===== src/rtl/rice_carry_tracker.sv =====
// Bit-window tracker for a Rice/Golomb decoder: consumes codeword lengths
// against a single buffered stream word and raises a carry when a code spans words.
module rice_carry_tracker #(
   parameter int unsigned WORD_W = 32,
   parameter int unsigned LEN_W  = $clog2(WORD_W) + 1,
   parameter int unsigned CNT_W  = 16
) (
   input  logic             clk,
   input  logic             reset,
   input  logic             word_valid,
   output logic             word_ready,
   input  logic             len_valid,
   input  logic [LEN_W-1:0] len,
   output logic             len_ready,
   input  logic             flush,
   output logic             cout,
   output logic [LEN_W-1:0] remlen,
   output logic [LEN_W-2:0] offset,
   output logic [CNT_W-1:0] words,
   output logic [1:0]       state,
   output logic             err
);

   typedef enum logic [1:0] {
      StIdle = 2'd0,
      StRun  = 2'd1,
      StWait = 2'd2
   } state_e;

   localparam logic [LEN_W-1:0] WordLen = LEN_W'(WORD_W);

   state_e           state_q, state_d;
   logic [LEN_W-1:0] remlen_q, remlen_d;
   logic [LEN_W-2:0] offset_q, offset_d;
   logic [CNT_W-1:0] words_q;
   logic             cout_q, cout_d;
   logic             err_q, err_d;
   logic             word_ready_c, len_ready_c;
   logic             len_legal, len_fits;

   assign len_legal = (len != '0) && (len <= WordLen);
   assign len_fits  = (len <= remlen_q);

   always_comb begin
      state_d      = state_q;
      remlen_d     = remlen_q;
      cout_d       = 1'b0;
      err_d        = err_q;
      word_ready_c = 1'b0;
      len_ready_c  = 1'b0;
      if (flush) begin
         state_d  = StIdle;
         remlen_d = '0;
      end else begin
         unique case (state_q)
            StIdle: begin
               word_ready_c = 1'b1;
               if (word_valid) begin
                  remlen_d = WordLen;
                  state_d  = StRun;
               end
            end
            StRun, StWait: begin
               if (!len_valid) begin
                  state_d = StRun;
               end else if (!len_legal) begin
                  // Illegal lengths are dropped so the stream cannot stall on them.
                  len_ready_c = 1'b1;
                  err_d       = 1'b1;
                  state_d     = StRun;
               end else if (len_fits) begin
                  len_ready_c = 1'b1;
                  remlen_d    = remlen_q - len;
                  state_d     = (remlen_d == '0) ? StIdle : StRun;
               end else if (word_valid) begin
                  // Spanning code: tail of this word plus head of the next one.
                  word_ready_c = 1'b1;
                  len_ready_c  = 1'b1;
                  remlen_d     = remlen_q + (WordLen - len);
                  cout_d       = 1'b1;
                  state_d      = StRun;
               end else begin
                  state_d = StWait;
               end
            end
            default: begin
               state_d  = StIdle;
               remlen_d = '0;
            end
         endcase
      end
      offset_d = (LEN_W-1)'(WordLen - remlen_d);
   end

   always_ff @(posedge clk or negedge reset) begin
      if (!reset) begin
         state_q  <= StIdle;
         remlen_q <= '0;
         offset_q <= '0;
         words_q  <= '0;
         cout_q   <= 1'b0;
         err_q    <= 1'b0;
      end else begin
         state_q  <= state_d;
         remlen_q <= remlen_d;
         offset_q <= offset_d;
         cout_q   <= cout_d;
         err_q    <= err_d;
         if (word_ready_c && word_valid) begin
            words_q <= words_q + CNT_W'(1);
         end
      end
   end

   assign word_ready = reset & word_ready_c;
   assign len_ready  = reset & len_ready_c;
   assign cout       = cout_q;
   assign remlen     = remlen_q;
   assign offset     = offset_q;
   assign words      = words_q;
   assign state      = state_q;
   assign err        = err_q;

endmodule


===== config.mk =====
export PLATFORM = sky130hd
export DESIGN_NAME = rice_carry_tracker
export DESIGN_NICKNAME = d
export VERILOG_FILES = /design/src/rtl/rice_carry_tracker.sv
export SDC_FILE = /design/constraint.sdc
export NUM_CORES = 1
export LEC_CHECK = 0
export ABC_AREA = 1
export CAP_MARGIN = 20
export CORE_AREA = 2 2 86 88
export DETAILED_ROUTE_END_ITERATION = 10
export DIE_AREA = 0 0 88 90
export PLACE_DENSITY = 0.59
export SYNTH_ARGS = -nofsm -noshare
export SYNTH_HDL_FRONTEND = slang
export SYNTH_SLANG_ARGS = --single-unit

===== constraint.sdc =====
create_clock -name clk -period 3.6 [get_ports clk]
set_input_delay 0.9 -clock clk [delete_from_list [all_inputs] [get_ports clk]]
set_output_delay 0.9 -clock clk [all_outputs]
set_load 0.01 [all_outputs]

==> out/metrics.yaml, run 1 <==
run_status: "finished clean"
drc_errors: 0
synth_cell_types: 34
grt_pass1_wl_um: 10700
p_total_mw: 1.42
fin_skew_ns: 0.0102
yosysWarnings: 0
routedWlPerCell_um: 12.0
fin_crit_sh: 0.960
async_reset_ff_frac: 1.00
gr-usage-all-layers: 0.168
drive_above_1_share: 0.207
overflow: 0
cp_common_cell: "nand2_2"
timing.slew.headroom: 0.725
postCtsHoldBufs: 0
synth_common_cells: "nand2_1, inv_1, dfrtp_1"
num_vias: 2318
cpLargestDelayFamily: "adder cells"
p_leak_nw: 1.75
min_period_ns: 3.46
diodes: 0
dr_wl_met3_um: 246
cp.arrival_ns: 2.56
cp_cell_sequence: "clkdlybuf4s15_1, inv_2, ha_2, fa_2, nor2_2, nand2_2, nand2_4, nand2_4, inv_2, nand2_2, o21ai_4, nand2_2, nor2_2, buf_2"
syn_area_mm2: 0.00237
cts_tree: "done"
synth.most_common_cell: "nand2_1"
synth_edf_count: 0
end_kind: "output port"
die_y_um: 90
num-nets-final: 446
crit_fanout: 2
worstPathRequired_ns: 2.70
io_buffer_count: 43
critPathMaxStageDelay_ns: 0.35
syn_to_final_growth_pct: 43.7
wirelength_um: 6190
via_per_inst: 4.50
routed.top_layer: "met4"
root_buffer: "clkbuf_8"
drt-met1-wl_um: 2840
worst_pin_slew_ns: 0.408
dr.pass1.iters: 4
numCtsBuffers: 5
clk_pin_slew_ns: 0.06
io_pins: 44
layoutNonFillerInstCount: 515
synthTopCellsByArea: "dfrtp_1, nand2_1, ha_1"
dp.cells: 496
start_util: 0.338
ys_seq_area_frac: 0.317
gp_congestion: 0.842
cts.sinks: 30
crit_buf_inv: 4
slowest_stage: "fa_2"
worst_hold_path_type: "flip-flop to flip-flop"
setup_viol: 0
syn_inst: 322
ys_ff_latch: 30
ir_drop_v: 0.000260
crit_type: "primary input to output port"
hold_violations: 0
wl_met2_um: 2990
yosysTopAreaCell: "dfrtp_1"
syn-num-nets: 353
cellPowerDensity_mw_per_mm2: 417
die_x_um: 88
maxSlewViolCount: 0
regToRegSetupSlack_ns: 0.93
core.rowCount: 31
max_freq_mhz: 289
htree_levels: 2
die-area_mm2: 0.00792
antenna_found_initial: 0
drv_cap: 0
antenna_left: 0
drt_iter0_drc: 122
core-area_mm2: 0.00702
ys.flop_type: "dfrtp_1"
synth_top_area_frac: 0.317
fin_util: 0.485
startpoint_type: "primary input"
synth.avg_cell_area_um2: 7.36
clock_latency_ns: 0.28
clockBufferDepth: 2
dp_hpwl_um: 4930
grt_max_degree: 18
grt_pass1_vias: 2340
==> power breakdown <==
part / switching (mW) / leakage, nW / internal, mW
Clock: 0.122 / 0.0714 / 0.295
Combinational: 0.260 / 1.29 / 0.264
Sequential: 0.0776 / 0.389 / 0.402
Total: 0.460 / 1.75 / 0.961
==> path summary, 6_finish.rpt <==
| check | start | to | cells after the start |
|---|---|---|---|
| worst max-delay path | len[2] | word_ready | 14 |
| worst min-delay path | err | err | 1 |
| max in group asynchronous | reset | remlen[3] | 2 |
| min in group asynchronous | reset | cout | 2 |
| worst max register to register | remlen[1] | offset[4] | 18 |
| worst min register to register | err | err | 1 |
==> registers in the layout, indices dropped and copies added, names as in the netlist <==
signal	flops
offset	5
err	1
words	16
state	2
cout	1
remlen	5
==> cell type report <==
type / instances / area (um2)
repair buffers: 89 / 767
clock inverters: 2 / 60.1
flip-flops and latches: 30 / 751
inverters: 46 / 173
clock buffers: 6 / 82.6
fillers: 709 / 3610
multi-input cells: 243 / 1450
well taps: 99 / 124
==> metal layers <==
layer  up-vias  GRT usage
met2        43      0.268
met1      1067      0.229
met4         0     0.0564
met3         9     0.0285
li1       1199          -
met5         -          0
==> what timing repair did <==
item                                    CTS  global route
gates resized for setup                  19             7
endpoints found under the setup margin    2             3
buffers inserted                          8             3
pin swaps                                 7             9
==> cell families (layout without fill, tap and decap cells) <==
| kind of cell | after synthesis | after routing | synth area share |
|---|---|---|---|
| buf+inv | 49 | 143 | 0.0829 |
| flops | 30 | 30 | 0.317 |
| xor+xnor | 17 | 17 | 0.0691 |
| fa+ha+maj | 20 | 20 | 0.125 |
| compound gates | 21 | 21 | 0.0538 |
| simple gates | 185 | 185 | 0.353 |
==> per-stage QoR <==
step           hold slack, ns  setup slack (ns)  cell area (um2)  setup TNS [ns]
2_1_floorplan           0.503             0.282             2370               0
3_3_place_gp            0.461            -0.640             3160           -1.21
3_5_place_dp            0.496            -0.665             3160           -1.26
4_1_cts                 0.504          0.000262             3370               0
5_1_grt                 0.512           -0.0160             3410         -0.0160
6_report                0.490             0.143             3410               0
==> cell usage in the layout, fill, tap and decap left out, drive strengths merged <==
cell type        n
a21oi           10
a31oi            1
a41o             1
buf             48
bufinv           2
clkbuf           6
clkdlybuf4s15    1
clkdlybuf4s50   35
dfrtp           30
dlygate4sd2      3
dlymetal6s2s     2
fa               6
ha              14
inv             46
nand2          114
nand3           25
nand3b           1
nand4            7
nor2            28
nor3             5
nor4             4
o21ai            7
o21bai           1
o31ai            1
or2              1
xnor2            8
xor2             9
No activity file was read; power rests on OpenSTA's default activity.
==> run 2, diff against run 1 <==
Settings changed: CORE_AREA 2 2 86 88 to 2 2 80 82, DIE_AREA 0 0 88 90 to 0 0 82 84, DONT_BUFFER_PORTS set to 1, PLACE_DENSITY 0.59 to 0.57.
==> run 2 against run 1 <==
Non-clock buffer count fell by 88. Routed wire length fell by 12%. Via count fell by 17%. Sequential share of layout area rose by 7.5 points. Flip-flop and latch count did not move. Core utilization fell by 6.8 points. First-iteration DRC count fell by 32%. Final area fell by 25%. Sequential power rose by 9.2%. Critical path depth fell by 2. Die area fell by 13%. Global-route usage rose by 0.71 points.
==> out/metrics.yaml, run 2 (synthesized netlist as in run 1, its figures left out) <==
fin_crit_sh: 0.955  # -0.00484
min_period_ns: 3.44  # -0.0174 ns
critPathMaxStageDelay_ns: 0.40  # +0.05 ns
die-area_mm2: 0.00689  # -13%
r2r_cells: 20  # +2
postCtsSetupRepairBufs: 0  # -8
antenna_left: 0  # unchanged
max_freq_mhz: 291  # +0.51%
grt_pass1_wl_um: 9380  # -12%
worstSetupStartpoint: "len[2]"
setup_viol: 0  # unchanged
largest_reg_flops: 16  # unchanged
crit_fanout: 8  # +6
drc_errors: 0  # unchanged
dr.pass1.iters: 4  # unchanged
path_depth: 12  # -2
routedWlPerCell_um: 13.4  # +12%
clock_latency_ns: 0.28  # about the same
drive_above_1_share: 0.0854  # -0.121
cp_cell_sequence: "inv_1, ha_1, fa_1, nor2_2, nand2_2, nand2_4, nand2_4, inv_2, nand2_2, o21ai_4, nand2_1, nor2_1"
run_status: "finished clean"
ir_drop_v: 0.000271  # +4.2%
dp_slack_ns: 0.150  # +0.815 ns
gr-usage-all-layers: 0.175  # +0.00707
cts_tree: "done"
core-area_mm2: 0.00610  # -13%
hold_violations: 0  # unchanged
fin_skew_ns: 0.0123  # +0.00206 ns
reg2reg_from: "offset[0]"
num-nets-final: 358  # -20%
crit_buf_inv: 2  # -2
clockBufferDepth: 2  # unchanged
p_comb_frac: 0.262  # -0.107
wirelength_um: 5440  # -12%
overflow: 0  # unchanged
root_buffer: "clkbuf_8"
cpLargestDelayFamily: "simple AND/OR/NAND/NOR gates"
worst_hold_path_type: "primary input to asynchronous set/reset pin"
maxSlewViolCount: 0  # unchanged
tns_ns: 0  # unchanged
p_leak_nw: 1.34  # -24%
swShare: 0.391  # +0.0673
clockPowerShare: 0.259  # -0.034
antenna_found_initial: 0  # unchanged
via_per_inst: 4.78  # +6.1%
cts_resized: 0  # -19
dp_hpwl_um: 4310  # -13%
cellPowerDensity_mw_per_mm2: 429  # +2.9%
pwr-share-seq: 0.479  # +0.142
internal_power_uw: 665  # -31%
fin_hold_ws_ns: 0.304  # -0.186 ns
num_vias: 1934  # -17%
drv_cap: 0  # unchanged
postCtsHoldBufs: 0  # unchanged
final_common_cell: "nand2_1"
startpoint_type: "primary input"
io_buffer_count: 0  # -100%
clk_pin_slew_ns: 0.07  # about the same
final_cell_mix: "nand2_1, inv_1, dfrtp_1"
slowest_stage: "fa_1"
p_sw_uw: 427  # -7.2%
cts.sinks: 30  # unchanged
syn_to_final_growth_pct: 7.23
start_util: 0.389  # +0.0512
worst_pin_slew_ns: 0.425  # +0.0161 ns
end_kind: "output port"
fin_util: 0.417  # -0.0684
diodes: 0  # unchanged
drt_iter0_drc: 83  # -32%
grt_max_degree: 33  # +15
timing.slew.headroom: 0.717  # -0.00852
worstPathRequired_ns: 2.70  # about the same
core.rowCount: 29  # -6.5%
numCtsBuffers: 5  # unchanged
io_pins: 44  # unchanged
layout_setup_ws_ns: 0.160  # +0.0174 ns
rsz0062_at_grt: "false"
die_y_um: 84  # -6.7%
cp.arrival_ns: 2.54  # -0.02 ns
crit_type: "primary input to output port"
htree_levels: 2  # unchanged
die_x_um: 82  # -6.8%
gp_congestion: 0.871  # +3.5%
grt_pass1_vias: 1954  # -16%
layoutNonFillerInstCount: 405  # -21%
dp.cells: 397  # -20%
[run 2: layout make-up]
cell class,count,area [um2]
Fill cell,632,3550
Tap cell,77,96.3
Multi-Input combinational cell,243,1420
Clock inverter,1,5.00
Timing Repair Buffer,1,7.51
Clock buffer,7,86.3
Inverter,46,173
Sequential cell,30,751
[run 2: path summary, 6_finish.rpt]
path / end / slack (ns)
worst max-delay path: word_ready / 0.16
worst min-delay path: state[1] / 0.30
worst max register to register: offset[4] / 0.71
worst min register to register: err / 0.55
max in group asynchronous: words[14] / 3.20
min in group clk: err / 0.55
[run 2: metal layers]
layer  global-route usage  part of all wire  vias to the layer above
met5                    0                 0                        -
met4               0.0515             0.016                        0
met3               0.0455             0.054                        7
met2                0.291              0.50                       42
met1                0.220              0.43                      869
li1                     -                 -                     1016
[run 2: power groups by stage]
stage               Sequential, mW  Clock (mW)  Combinational (mW)
floorplan                    0.501           0               0.238
global placement             0.530           0               0.282
detailed placement           0.529           0               0.286
CTS                          0.524       0.291               0.288
global route                 0.538       0.313               0.333
finish                       0.523       0.282               0.286
[run 2: metrics by stage]
| step | total power, mW | cell area (um2) |
|---|---|---|
| 5_1_grt | 1.18 | 2540 |
| 3_3_place_gp | 0.812 | 2450 |
| 2_1_floorplan | 0.739 | 2370 |
| 3_5_place_dp | 0.815 | 2450 |
| 4_1_cts | 1.10 | 2540 |
| 6_report | 1.09 | 2540 |
[run 2: worst reg2reg max path, delay by kind of cell (launching register included)]
kind                       cells  cell delay [ns]
AOI/OAI and AO/OA              1             0.11
adders and majority gates      3             0.79
buffers and inverters          4             0.44
DFF                            1             0.49
and+or+nand+nor               12             0.94
